### config.mk
export PLATFORM = sky130hd
export DESIGN_NAME = serial_adder
export DESIGN_NICKNAME = d
export VERILOG_FILES = /design/src/rtl/serial_adder.sv
export SDC_FILE = /design/constraint.sdc
export NUM_CORES = 1
export LEC_CHECK = 0
export BUFFER_PORTS_ARGS = -buffer_cell sky130_fd_sc_hd__clkbuf_2
export CORE_MARGIN = 2
export CORE_UTILIZATION = 49
export DETAILED_ROUTE_END_ITERATION = 10
export PLACE_DENSITY = 0.74
export SYNTH_ARGS = -nofsm -noshare
export SYNTH_HDL_FRONTEND = slang
export SYNTH_SLANG_ARGS = --single-unit
export TNS_END_PERCENT = 5
### constraint.sdc
create_clock -name clk -period 1.45 [get_ports clk]
set_input_delay 0.0725 -clock clk [delete_from_list [all_inputs] [get_ports clk]]
set_output_delay 0.0725 -clock clk [all_outputs]
set_load 0.01 [all_outputs]
### src/rtl/serial_adder.sv
// Bit-serial adder: adds two WIDTH-bit operands LSB first, one full-adder step per clock.
// Optional two's-complement overflow output enabled by defining SERIAL_ADDER_OVF_EN.
module serial_adder #(
  parameter int WIDTH = 8
) (
  input  logic             clk,
  input  logic             rst,
  input  logic             start,
  input  logic [WIDTH-1:0] a,
  input  logic [WIDTH-1:0] b,
  output logic             busy,
  output logic             done,
  output logic [WIDTH-1:0] sum,
  output logic             carry
`ifdef SERIAL_ADDER_OVF_EN
  ,
  output logic             ovf
`endif
);

  localparam int CW = $clog2(WIDTH + 1);

  typedef enum logic [1:0] {
    IDLE  = 2'd0,
    SHIFT = 2'd1,
    DONE  = 2'd2
  } state_t;

  state_t           state;
  state_t           state_nxt;
  logic [WIDTH-1:0] sa;
  logic [WIDTH-1:0] sb;
  logic [WIDTH-1:0] acc;
  logic             cy;
  logic [CW-1:0]    cnt;
  logic             accept;
  logic             last;
  logic             hs;
  logic             hc;
  logic             fs;
  logic             fc;

  assign accept = start && (state != SHIFT);
  assign last   = (state == SHIFT) && (cnt == CW'(WIDTH - 1));

  // Half adder on the operand LSBs, widened to a full adder by the carry register
  assign hs = sa[0] ^ sb[0];
  assign hc = sa[0] & sb[0];
  assign fs = hs ^ cy;
  assign fc = hc | (hs & cy);

  always_ff @(posedge clk or posedge rst) begin
    if (rst) begin
      state <= IDLE;
    end else begin
      state <= state_nxt;
    end
  end

  always_comb begin
    state_nxt = state;
    case (state)
      IDLE:    if (accept) state_nxt = SHIFT;
      SHIFT:   if (last) state_nxt = DONE;
      DONE:    state_nxt = accept ? SHIFT : IDLE;
      default: state_nxt = IDLE;
    endcase
  end

  always_comb begin
    busy = 1'b0;
    done = 1'b0;
    case (state)
      SHIFT:   busy = 1'b1;
      DONE:    done = 1'b1;
      default: ;
    endcase
  end

  always_ff @(posedge clk or posedge rst) begin
    if (rst) begin
      sa    <= '0;
      sb    <= '0;
      acc   <= '0;
      cy    <= 1'b0;
      cnt   <= '0;
      sum   <= '0;
      carry <= 1'b0;
`ifdef SERIAL_ADDER_OVF_EN
      ovf   <= 1'b0;
`endif
    end else if (accept) begin
      sa  <= a;
      sb  <= b;
      acc <= '0;
      cy  <= 1'b0;
      cnt <= '0;
    end else if (state == SHIFT) begin
      sa  <= sa >> 1;
      sb  <= sb >> 1;
      acc <= {fs, acc[WIDTH-1:1]};
      cy  <= fc;
      cnt <= cnt + CW'(1);
      // Result registers move only on the final bit; cy still holds the carry into the MSB
      if (last) begin
        sum   <= {fs, acc[WIDTH-1:1]};
        carry <= fc;
`ifdef SERIAL_ADDER_OVF_EN
        ovf   <= cy ^ fc;
`endif
      end
    end
  end

endmodule

==> results, run 1 <==
- The antenna violation net count after detailed routing is 0.
- Once routing completed, OpenROAD measured the worst setup slack at -0.01014 ns.
- By startpoint and endpoint, the worst setup path is classified as register to register.
- Counting both buffers and inverters, the worst setup path holds a total of 2.
- The fraction of final layout cells sized beyond drive strength 1 is 33.16%.
- After clock tree synthesis, the clock-pin slew on the worst setup and hold paths is about 0.12 ns.
- The antenna diode count is 0.
- The via count of the first global-routing pass is 1304.
- Setup violations remaining at the end of the flow were counted as 4.
- The net switching power figure is 1564 µW.
- The switching portion of total power is 35.87%.
- Pin placement for this block handled 30 I/O pins.
- The initial cell density of the core is between 50% and 60%.
- The number of pins exceeding their max-slew limit in the final report is 0.
- The critical path startpoint category is a register.
- Across all register-to-register paths, the minimum setup slack is -0.01 ns.
- After the last flow step, the layout net total stands at 216.
- Using the TritonRoute via totals, the vias-per-cell ratio works out to 5.256.
- The number of cells on the worst reg-to-reg path is 5.
- The first-pass GRT wire length is 6099 µm.
- Walking the worst path, the cells encountered are nand2b_4 > buf_6 > nor3_4 > buf_6 > mux2_4.
- After synthesis, the mean cell area works out to 11.08 µm².
- Measured against its own limit, the worst slew margin works out to 67.63%.
- The first-iteration detailed-routing DRC count is 84.
- The pin count of the biggest net entering global routing is 40.
- The number of clock buffers inserted by TritonCTS is 5.
- The number of hold violations in the final report is 0.
- Cells fill 65.34% of the core in the end.
- In this run the worst setup path begins at state[1].
- In this run the cell area of the synthesized design comes to 1673 µm².
- The initial antenna violation count was 0.
- The top cell type's share of synthesized area is around 60%.
- The flop and latch count out of synthesis is 39.
- The final reports fail on negative setup slack.
- The post-synthesis net count is ~170.
- In the layout the commonest cells are sky130_fd_sc_hd__dfrtp_1, sky130_fd_sc_hd__nand2_1, sky130_fd_sc_hd__clkbuf_2, sky130_fd_sc_hd__o21ai_0, sky130_fd_sc_hd__mux2i_1.
- The clock latency at the later pin of the worst-skew pair is 0.35 ns.
- CTS placed an instance of sky130_fd_sc_hd__clkbuf_4 at the clock tree root.
- The part of the total power dissipated in the clock network is 12.4%.
- The routed layout has 1272 vias.
- Before CTS, the worst setup slack after placement is -0.03398 ns.
- The largest fanout of any net on the critical path is 5.
- The first TritonRoute pass finished after 4 iterations.
- The fill cell instance count of the final layout is 264.
- TritonCTS built the clock tree.
- The highest-delay cell along the critical path is sky130_fd_sc_hd__dfrtp_1.
- Counting instances, the worst hold path has a depth of 3.
- Counting tap cells, the placed design contains a total of 224 instances.
- The residual overflow from global routing is 0.
- The final HPWL from detailed placement is 2091 µm.
- The power density over the cells is just over 2000 nW/µm².
- The sequential share of power is 43.2%.
- The number of max-cap violations is 0.
- Compared with the post-synthesis result, the final layout area differs by 29.32%.
- In this run the number of H-tree levels came out at 2.
- The worst register-to-register path begins at state[1].
- The proportion of power drawn by combinational gates is about 44%.
- The number of warning messages in the yosys log is 0.
- During placement, the flow inserted port buffers numbering 29.
- Ranked by total cell area, the synthesized netlist is headed by sky130_fd_sc_hd__dfrtp_1, sky130_fd_sc_hd__mux2i_1, sky130_fd_sc_hd__o21ai_0.
- In this run the core area contains 21 standard-cell rows.
- The number of distinct library cells after synthesis is 19.
- The floorplan step defined a die boundary enclosing slightly below 4000 µm².
- Wires add up to around 3700 µm.
- In this run the standard cell core region covers 3311 µm².
- The summed area of non-filler cells in the final layout is 2163 µm².
- The tightest min-delay check is of the input port to register type.
- Cell internal power was estimated by the tool at about 2800 µW.
- The worst-case IR drop observed on VDD is 0.001204 V.
- The detail-routed net length per standard cell is 15.08 µm.
- The overall die height is 62.43 µm.
- Leaving out fill and tap cells, the most frequent cell in the layout is sky130_fd_sc_hd__dfrtp_1.
- The setup clock skew after layout is 0.01322 ns.
- The instance area at placement is around 1900 µm².
- The dominant cell type by area after synthesis is sky130_fd_sc_hd__dfrtp_1.
- In this run the number of cells on the critical path is 5.
- In the routed design, unresolved DRC markers number 0.
- The final critical path time including I/O delays and setup is ~1.5 ns.
- Counting every sink on the clock net gives 39.
- The total global routing track utilization is about a fifth.
- The static power due to leakage is 0.001084 µW.
- The gate count after technology mapping is 151.
- Setup repair after global routing could not meet its margin everywhere.
- Excluding fillers, the count of instances in the completed layout stands at between 200 and 250.
- The post-route fraction of the period consumed by the critical path is 100.7%.
- The register area share after synthesis is around three fifths.
- Following the worst setup path forward leads to its endpoint at sum[0].
- The die outline width is 62.43 µm.
- The routability congestion estimate is 0.7460.
- The number of buffers between clock root and the deepest sink is 2.
- The reg-to-reg critical path endpoint is sum[0].
- The family of cells with the greatest summed delay on the critical path is flip-flops.
- STA puts the critical path data required time at 1.69 ns.
- The stage delay of the slowest cell on the critical path is 0.40 ns.
- The cell repeated most along the worst path is sky130_fd_sc_hd__buf_6.
- The type of element capturing the critical path is a register.
- Data on the critical path arrives at its endpoint at 1.70 ns.
- Based on the critical path, the design can be clocked at up to ~700 MHz.
- The flow ran to the end, but the final reports show violations.
- At the pin with the least slew margin, the transition time is 0.4856 ns.
-- timing repair --
item	CTS	global route
pin swaps	2	1
endpoints found under the setup margin	10	10
gates cloned	2	0
endpoints found under the hold margin	41	0
resized for setup	8	14
hold buffers	3	0
setup buffers	5	0
-- flip-flops by register name (all words and copies together) (netlist names) --
signal	flops
sum	8
sa	8
carry	1
cnt	4
acc	7
state	2
sb	8
cy	1
-- synth_stat cells --
library cell / instances
sky130_fd_sc_hd__o21ai_0: 26
sky130_fd_sc_hd__nor2b_1: 1
sky130_fd_sc_hd__nor3_1: 1
sky130_fd_sc_hd__fa_1: 1
sky130_fd_sc_hd__nand2_1: 34
sky130_fd_sc_hd__clkbuf_1: 6
sky130_fd_sc_hd__nand3_1: 4
sky130_fd_sc_hd__buf_2: 2
sky130_fd_sc_hd__nand2b_1: 1
sky130_fd_sc_hd__mux2i_1: 17
sky130_fd_sc_hd__ha_1: 1
sky130_fd_sc_hd__dfrtp_1: 39
sky130_fd_sc_hd__clkinv_1: 1
sky130_fd_sc_hd__nor2_1: 2
sky130_fd_sc_hd__buf_6: 1
sky130_fd_sc_hd__nor3_4: 1
sky130_fd_sc_hd__mux2_2: 10
sky130_fd_sc_hd__inv_1: 2
sky130_fd_sc_hd__nand3b_1: 1
-- per-stage QoR --
| stage | TNS [ns] | hold slack [ns] | total power (µW) |
|---|---|---|---|
| after CTS | -0.01483 | 0.01013 | 4172 |
| after global placement | 0 | 0.1806 | 3111 |
| final | -0.01477 | 0.02244 | 4358 |
| after detailed placement | -0.1691 | 0.1935 | 3214 |
| after global routing | -0.3052 | 0.02856 | 4680 |
| after floorplan | 0 | 0.2288 | 2716 |
-- final cells by class --
class | instances | area [µm²] | share of cell area, %
clock buffers | 6 | 41.29 | 1.909
clock inverters | 2 | 12.51 | 0.5784
inverters | 3 | 18.77 | 0.8676
multi-input cells | 100 | 693.2 | 32.04
flip-flops and latches | 39 | 975.9 | 45.11
well taps | 46 | 57.56 | 2.661
repair buffers | 46 | 364.1 | 16.83
-- worst min path at each step --
| stage | from | endpoint | slack (ns) |
|---|---|---|---|
| after floorplan | a[7] | sa[7] | 0.23 |
| after global routing | a[5] | sa[5] | 0.03 |
| after global placement | rst | acc[1] | 0.18 |
| after CTS | a[5] | sa[5] | 0.01 |
| after detailed placement | rst | acc[1] | 0.19 |
| final | b[6] | sb[6] | 0.02 |
-- cell families (layout without fill, tap and decap cells) --
group	after synthesis	after routing	share of synthesized area [%]
compound gates	26	26	7.778
mux	27	27	16.90
buf+inv	12	57	3.291
simple gates	45	45	11.74
flops	39	39	58.34
fa+ha+maj	2	2	1.945
-- layer usage --
metal	vias to the layer above	routed length (µm)	part of all wire [%]	GRT usage, %
li1	595	-	-	-
met3	9	233	6.4	4.324
met4	0	70	1.9	8.611
met5	-	0	0	0
met1	617	1511	41	28.04
met2	51	1834	50	31.85
-- worst reg2reg max path: stages (launching register included) --
cell	delay (ns)
sky130_fd_sc_hd__dfrtp_1	0.40
sky130_fd_sc_hd__nand2b_4	0.15
sky130_fd_sc_hd__buf_6	0.12
sky130_fd_sc_hd__nor3_4	0.21
sky130_fd_sc_hd__buf_6	0.17
sky130_fd_sc_hd__mux2_4	0.30
-- power groups by stage --
stage               sequential (µW)  combinational (µW)  clock [µW]
floorplan                      1860                 861           0
global placement               1840                1270           0
detailed placement             1870                1340           0
CTS                            1850                1770         558
global route                   1940                2140         600
finish                         1880                1930         541
(Power assumes the default switching activity.)
==> run 2: changes to the inputs <==
==> constraint.sdc (replaced) <==
create_clock -name clk -period 1.45 [get_ports clk]
set_input_delay 0.435 -clock clk [delete_from_list [all_inputs] [get_ports clk]]
set_output_delay 0.435 -clock clk [all_outputs]
set_load 0.01 [all_outputs]
==> run 2 against run 1 <==
  * The flow still finishes with violations (negative setup slack)
  * Largest power group is now sequential cells
  * Critical path depth fell by 2
  * Wire length decreased by 16%
  * Cell count decreased by 3.7%
  * Clock skew fell by 0.0048 ns
==> results, run 2 (synthesis results as in run 1) <==
- Cells with a size suffix above 1 make up 32.09% of the layout.
- TritonCTS built the clock tree.
- The clock-pin slew on the worst setup and hold paths is 0.11 ns.
- The type of element capturing the critical path is an output port.
- The number of clock buffers added by TritonCTS is 5.
- At the pin with the least slew margin, the transition time is 0.3522 ns.
- The worst slack at placement is around 0.004 ns.
- The tree built by TritonCTS fans out to 39 sinks.
- At the worst endpoint, the required time is around 1.0 ns.
- The number of hold violations in the final report came to 0.
- The final net count is 208.
- Measured on the finished design, the core utilization comes to 60.66%.
- The min-delay analysis places its worst path in the category input port to async pin.
- Buffers placed on the I/O ports in this run total 29.
- The detail-routed net length per standard cell is approximately 13 µm.
- The design internal power is 2420 µW.
- The pre-antenna-repair detailed-routing pass consisted of 4 iterations.
- Measured against its own limit, the worst slew margin works out to 76.49%.
- The number of I/O pins is 30.
- Registers take 975.9 µm².
- The accumulated negative setup slack is -0.1786 ns.
- The area of the multi-input gates is ~660 µm².
- The number of buffers between clock root and the deepest sink is 2.
- The finished cells cover 2008 µm².
- The worst path in the final design needs a cycle of 1.514 ns, including I/O delays and setup.
- The checks that failed: negative setup slack.
- Setup repair after global routing could not meet its margin everywhere.
- The residual overflow from global routing is 0.
- The number of pins exceeding their max-slew limit in the final report is 0.
- The first-iteration detailed-routing DRC count is 46.
- The worst setup path is launched from a register.
- The share of total power dissipated in combinational logic is 36.2%.
- The endpoint arrival time on the critical path is 1.08 ns.
- The number of rows created at floorplan is 21.
- In this run the standard cell core region covers 3311 µm².
- For the worst-skew pair, the clock arrives at the later sink with an insertion delay of 0.34 ns.
- In this run the worst path has a maximum fanout of 7.
- The detailed-route DRC error count is 0.
- The count of nets left with antenna violations once routing finished came out at 0.
- The average vias per placed instance is 5.039.
- The post-route worst setup slack is -0.06416 ns.
- For this design, the CTS-stage hold fixing added 0 buffers.
- The highest-delay cell along the critical path is sky130_fd_sc_hd__dfrtp_1.
- The die outline width is 62.43 µm.
- The net switching power figure is 1389 µW.
- The stage delay of the slowest cell on the critical path is 0.44 ns.
- The clock network is responsible for 14.6% of the overall power.
- The via count is around 1200.
- The via count of the first global-routing pass was 1172.
- The number of failing setup endpoints in the final timing report is 8.
- The final HPWL from detailed placement is 2173 µm.
- The congestion estimate from routability-driven global placement came to slightly above 0.7.
- The number of levels in the clock H-tree is 2.
- The critical path goes through nand2b_4 > clkinv_4 > clkbuf_2.
- The area of the die is just under 4000 µm².
- Registers are responsible for 49.2% of the overall power.
- The analysis attributes to cell leakage a power of 0.0009810 µW.
- The final critical path takes up 104.4% of the cycle.
- After detailed placement, the total cell area comes to 1917 µm².
- The layout has 297 filler cells.
- The repair_antennas step left the layout with diodes totalling 0.
- The total global routing track utilization is approximately 18%.
- The top cell types in the final layout, fill and taps aside, are sky130_fd_sc_hd__dfrtp_1, sky130_fd_sc_hd__nand2_1, sky130_fd_sc_hd__clkbuf_2, sky130_fd_sc_hd__o21ai_0, sky130_fd_sc_hd__mux2i_1.
- Counting both buffers and inverters, the worst setup path holds a total of 2.
- Of the total power, the share spent switching nets is 36.46%.
- The flow ran to the end, but the final reports show violations.
- The cell family contributing the most delay on the critical path is flip-flops.
- The first global-routing pass estimated between 5000 and 6000 µm of wire.
- VDD sags by at most roughly 0.00090 V.
- The initial utilization of the core area, before any placement, comes to between 50% and 60%.
- The critical path is of the register to output port type.
- The total wirelength of the detailed-routed design is 3080 µm.
- The leading cell type in the layout, fill and taps excluded is sky130_fd_sc_hd__dfrtp_1.
- The maximum clock frequency is 660.4 MHz.
- The initial antenna violation count is 0.
- The pin count of the biggest net entering global routing is 40.
- The floorplan step set the die height to 62.43 µm.
- The largest registers in the layout are sa: 8 flops, sb: 8 flops, sum: 8 flops.
- Relative to the synthesized area, the layout overhead comes to 20.05%.
- The root buffer cell is sky130_fd_sc_hd__clkbuf_4.
- For this design the ratio of total power to cell area is 1897 nW/µm².
- Clock skew on the completed layout was measured at between 0.008 and 0.009 ns.
- The tool flagged a number of max-cap violations equal to 0.
==> run 2: layer usage <==
metal | up-vias | track usage (%) | part of all wire [%]
met5 | - | 0 | 0
met4 | 0 | 6.389 | 1.3
met3 | 5 | 4.324 | 4.3
met2 | 23 | 28.63 | 50
met1 | 568 | 23.56 | 44
li1 | 578 | - | -
==> run 2: worst paths after layout <==
kind                               start  endpoint  slack [ns]  cells past startpoint
worst min-delay path                 rst    sum[2]         0.1                      3
min in group clk                    b[7]     sb[7]        0.33                      3
worst max-delay path            state[0]      busy       -0.06                      3
max in group asynchronous            rst     sa[3]        1.15                      3
worst min register to register     sa[2]     sa[1]        0.48                      2
worst max register to register  state[1]    sum[7]       -0.01                      5
==> run 2: worst reg2reg max path: stages (launching register included) <==
cell	delay [ns]
sky130_fd_sc_hd__dfrtp_1	0.39
sky130_fd_sc_hd__nand2b_4	0.16
sky130_fd_sc_hd__buf_4	0.14
sky130_fd_sc_hd__nor3_4	0.16
sky130_fd_sc_hd__buf_4	0.17
sky130_fd_sc_hd__mux2_2	0.33
==> run 2: metrics by stage <==
stage          std cells  power (µW)  hold slack, ns
6_report             233        3809         0.09810
5_1_grt              233        4148          0.1033
4_1_cts              233        3813          0.1038
3_5_place_dp         225        3200          0.4746
3_3_place_gp         225        3083          0.4614
2_1_floorplan        151        2720          0.4492
==> run 2: cell type report <==
class | count | area share [%]
tap | 46 | 2.866
multi-input combinational | 100 | 33.08
clock inverter | 1 | 0.2492
sequential | 39 | 48.60
inverter | 3 | 0.8100
clock buffer | 6 | 2.555
timing repair buffer | 38 | 11.84
==> run 2: repair_timing <==
action,CTS,global route
buffers inserted,1,0
setup endpoints to repair,10,11
gates resized for setup,4,3
==> run 2: power groups by stage <==
stage / clock network [µW] / logic (µW) / registers (µW)
final: 556 / 1380 / 1870
after global routing: 625 / 1580 / 1940
after CTS: 569 / 1380 / 1860
after detailed placement: 0 / 1330 / 1870
after global placement: 0 / 1240 / 1840
after floorplan: 0 / 865 / 1860
==> run 3: changes to the inputs <==
- BUFFER_PORTS_ARGS: -buffer_cell sky130_fd_sc_hd__clkbuf_2 -> -buffer_cell sky130_fd_sc_hd__buf_4
==> run 3 against run 2 <==
  * The flow still finishes with violations (negative setup slack)
  * Core utilization rose by 1.7 points
  * Non-clock buffer count grew 1
  * Global-route usage rose by 0.46 points
  * Clock skew is essentially flat
  * Via count grew 1.2%
==> results, run 3 (synthesis results as in run 1) <==
- The run finished, with violations left.
- The checks that failed: negative setup slack.
- The root buffer cell is sky130_fd_sc_hd__clkbuf_4.
- The fraction of final layout cells sized beyond drive strength 1 is 31.02%.
- The area taken by flip-flops and latches is a little under 1000 µm².
- The library cells used most frequently in the layout, excluding fill and tap cells, are sky130_fd_sc_hd__dfrtp_1, sky130_fd_sc_hd__buf_4, sky130_fd_sc_hd__nand2_1, sky130_fd_sc_hd__o21ai_0, sky130_fd_sc_hd__mux2i_1.
- TritonCTS built the clock tree.
- At the later pin of the worst-skew pair, clock insertion delay measures 0.33 ns.
- The critical path class is register to output port.
- The via count is approximately 1200.
- STA classifies the critical path endpoint as an output port.
- The number of buffers between clock root and the deepest sink is 2.
- For this run, design rule violations remaining after detail routing come to 0.
- The required arrival time at the worst endpoint is 1.02 ns.
- The largest fanout of any net on the critical path is 4.
- The total global routing track utilization is 18.22%.
- In this run the tool buffered the top-level ports with 29 buffer cells.
- Clock-pin slew was measured on the worst setup and hold paths at 0.10 ns.
- The slew at the pin closest to its max-slew limit is 0.3762 ns.
- Setup repair after global routing could not meet its margin everywhere.
- The worst hold slack is roughly 0.15 ns.
- Before antenna repair, the detailed router went through 4 iterations.
- The clock net in this run drives a total of 39 sinks.
- The floorplan has 21 rows.
- The die outline width is 62.43 µm.
- The accumulated negative setup slack is -0.1930 ns.
- Entering global routing, the biggest net connects 40 pins.
- The number of levels in the clock H-tree is 2.
- The antenna diode count is 0.
- The antenna violation net count after detailed routing is 0.
- The number of pins exceeding their max-slew limit in the final report came to 0.
- The post-route worst setup slack is -0.06562 ns.
- The area overhead of the layout relative to synthesis is 23.41%.
- The floorplan step set the die height to 62.43 µm.
- Setup violations remaining at the end of the flow were counted as 11.
- Data on the critical path arrives at its endpoint at approximately 1.1 ns.
- The stage delay of the slowest cell on the critical path is around 0.44 ns.
- The slowest stage of the critical path is the sky130_fd_sc_hd__dfrtp_1 cell.
- Summed over all layers, the routed wires come to between 3000 and 4000 µm.
- The number of I/O pins is 30.
- Headroom to the max-slew limit came out at about three quarters.
- The residual overflow from global routing is 0.
- The initial antenna violation count is 0.
- The layout has 298 filler cells.
- The initial cell density of the core is 50.53%.
- The path type of the worst min-delay path is input port to async pin.
- Cells fill 62.36% of the core in the end.
- The routability congestion estimate is 0.7456.
- The leading cell type in the layout, fill and taps excluded is sky130_fd_sc_hd__dfrtp_1.
- The placeable core region is 3311 µm².
- The worst path uses 104.5% of the clock period.
- Across the VDD grid, the largest voltage drop is 0.0009073 V.
- The first-iteration detailed-routing DRC count is 54.
- In the routed layout, each cell is associated on average with a via count of between 5 and 6.
- The hold-fix buffer count after cts is 0.
- The tool flagged a number of max-cap violations equal to 0.
- The first-pass GRT wire length is 5526 µm.
- The area of the multi-input gates is 651.9 µm².
- The number of hold violations in the final report is 0.
- The final HPWL from detailed placement is 2149 µm.
- In this run the static leakage power is 0.0009957 µW.
- The setup clock skew after layout is 0.008020 ns.
- The final net count is about 210.
- The via count of the first global-routing pass came to 1196.
- After detailed routing, the average wire length per cell comes to 13.24 µm.
- Dividing total power by cell area gives a power density of 1854 nW/µm².
- The die covers between 3000 and 4000 µm².
- The number of clock buffers inserted by TritonCTS is 5.
- The maximum clock frequency is 659.8 MHz.
- The largest registers in the layout are sa: 8 flops, sb: 8 flops, sum: 8 flops.
- Before CTS, the worst setup slack after placement is 0.02039 ns.
- The worst setup path is launched from a register.
- The smallest clock period supported by the final layout is computed as between 1.5 and 2 ns.
- Traced cell by cell, the critical path runs through nand2b_4 > clkinv_4 > buf_6.
[run 3: changes by cell type in the layout (fill, tap and decap cells not counted), sizes merged]
cell,delta
buf,+29
clkbuf,-28
clkinv,-1
[run 3: worst max-delay path: cells and delay by family, from the launching register on]
family / cells / cell delay (ns)
DFF: 1 / 0.44
buffers and inverters: 2 / 0.19
and+or+nand+nor: 1 / 0.11
[run 3: area by class of cell]
class / instances / area share [%]
inverter: 3 / 0.7879
sequential: 39 / 47.27
clock buffer: 6 / 2.000
multi-input combinational: 100 / 31.58
tap: 46 / 2.788
timing repair buffer: 39 / 15.58
[run 3: what timing repair did]
action                                  4_1_cts  5_1_grt
setup buffers                                 1        0
pin swaps                                     0        0
resized for setup                             4        1
endpoints found under the setup margin        3       11
[run 3: worst paths after layout]
path,start,to,slack [ns],cells after the start
max,state[0],busy,-0.07,3
min,rst,acc[2],0.15,3
max reg2reg,state[1],sum[6],-0.03,5
min reg2reg,sa[5],sa[4],0.49,2
max in group asynchronous,rst,sa[3],1.10,3
min in group clk,b[7],sb[7],0.34,3
[run 3: per-stage QoR]
| step | instance area, µm² | instances | total power (µW) |
|---|---|---|---|
| after floorplan | 1674 | 151 | 2720 |
| after global placement | 1997 | 226 | 3211 |
| after detailed placement | 1997 | 226 | 3295 |
| after CTS | 2062 | 233 | 3859 |
| after global routing | 2064 | 233 | 4152 |
| final | 2064 | 233 | 3827 |
[run 3: power breakdown]
part | internal (µW) | total [µW] | switching, µW | leakage (µW)
sequential | 1550 | 1860 | 306 | 0.000497
clock | 173 | 488 | 315 | 0.0000242
combinational | 745 | 1480 | 739 | 0.000475
[run 3: per-layer routing]
| metal | track usage [%] | vias up | wire (µm) |
|---|---|---|---|
| li1 | - | 579 | - |
| met1 | 24.51 | 583 | 1461 |
| met2 | 29.03 | 26 | 1495 |
| met3 | 5.946 | 0 | 129 |
| met4 | 4.167 | 0 | 0 |
| met5 | 0 | - | 0 |
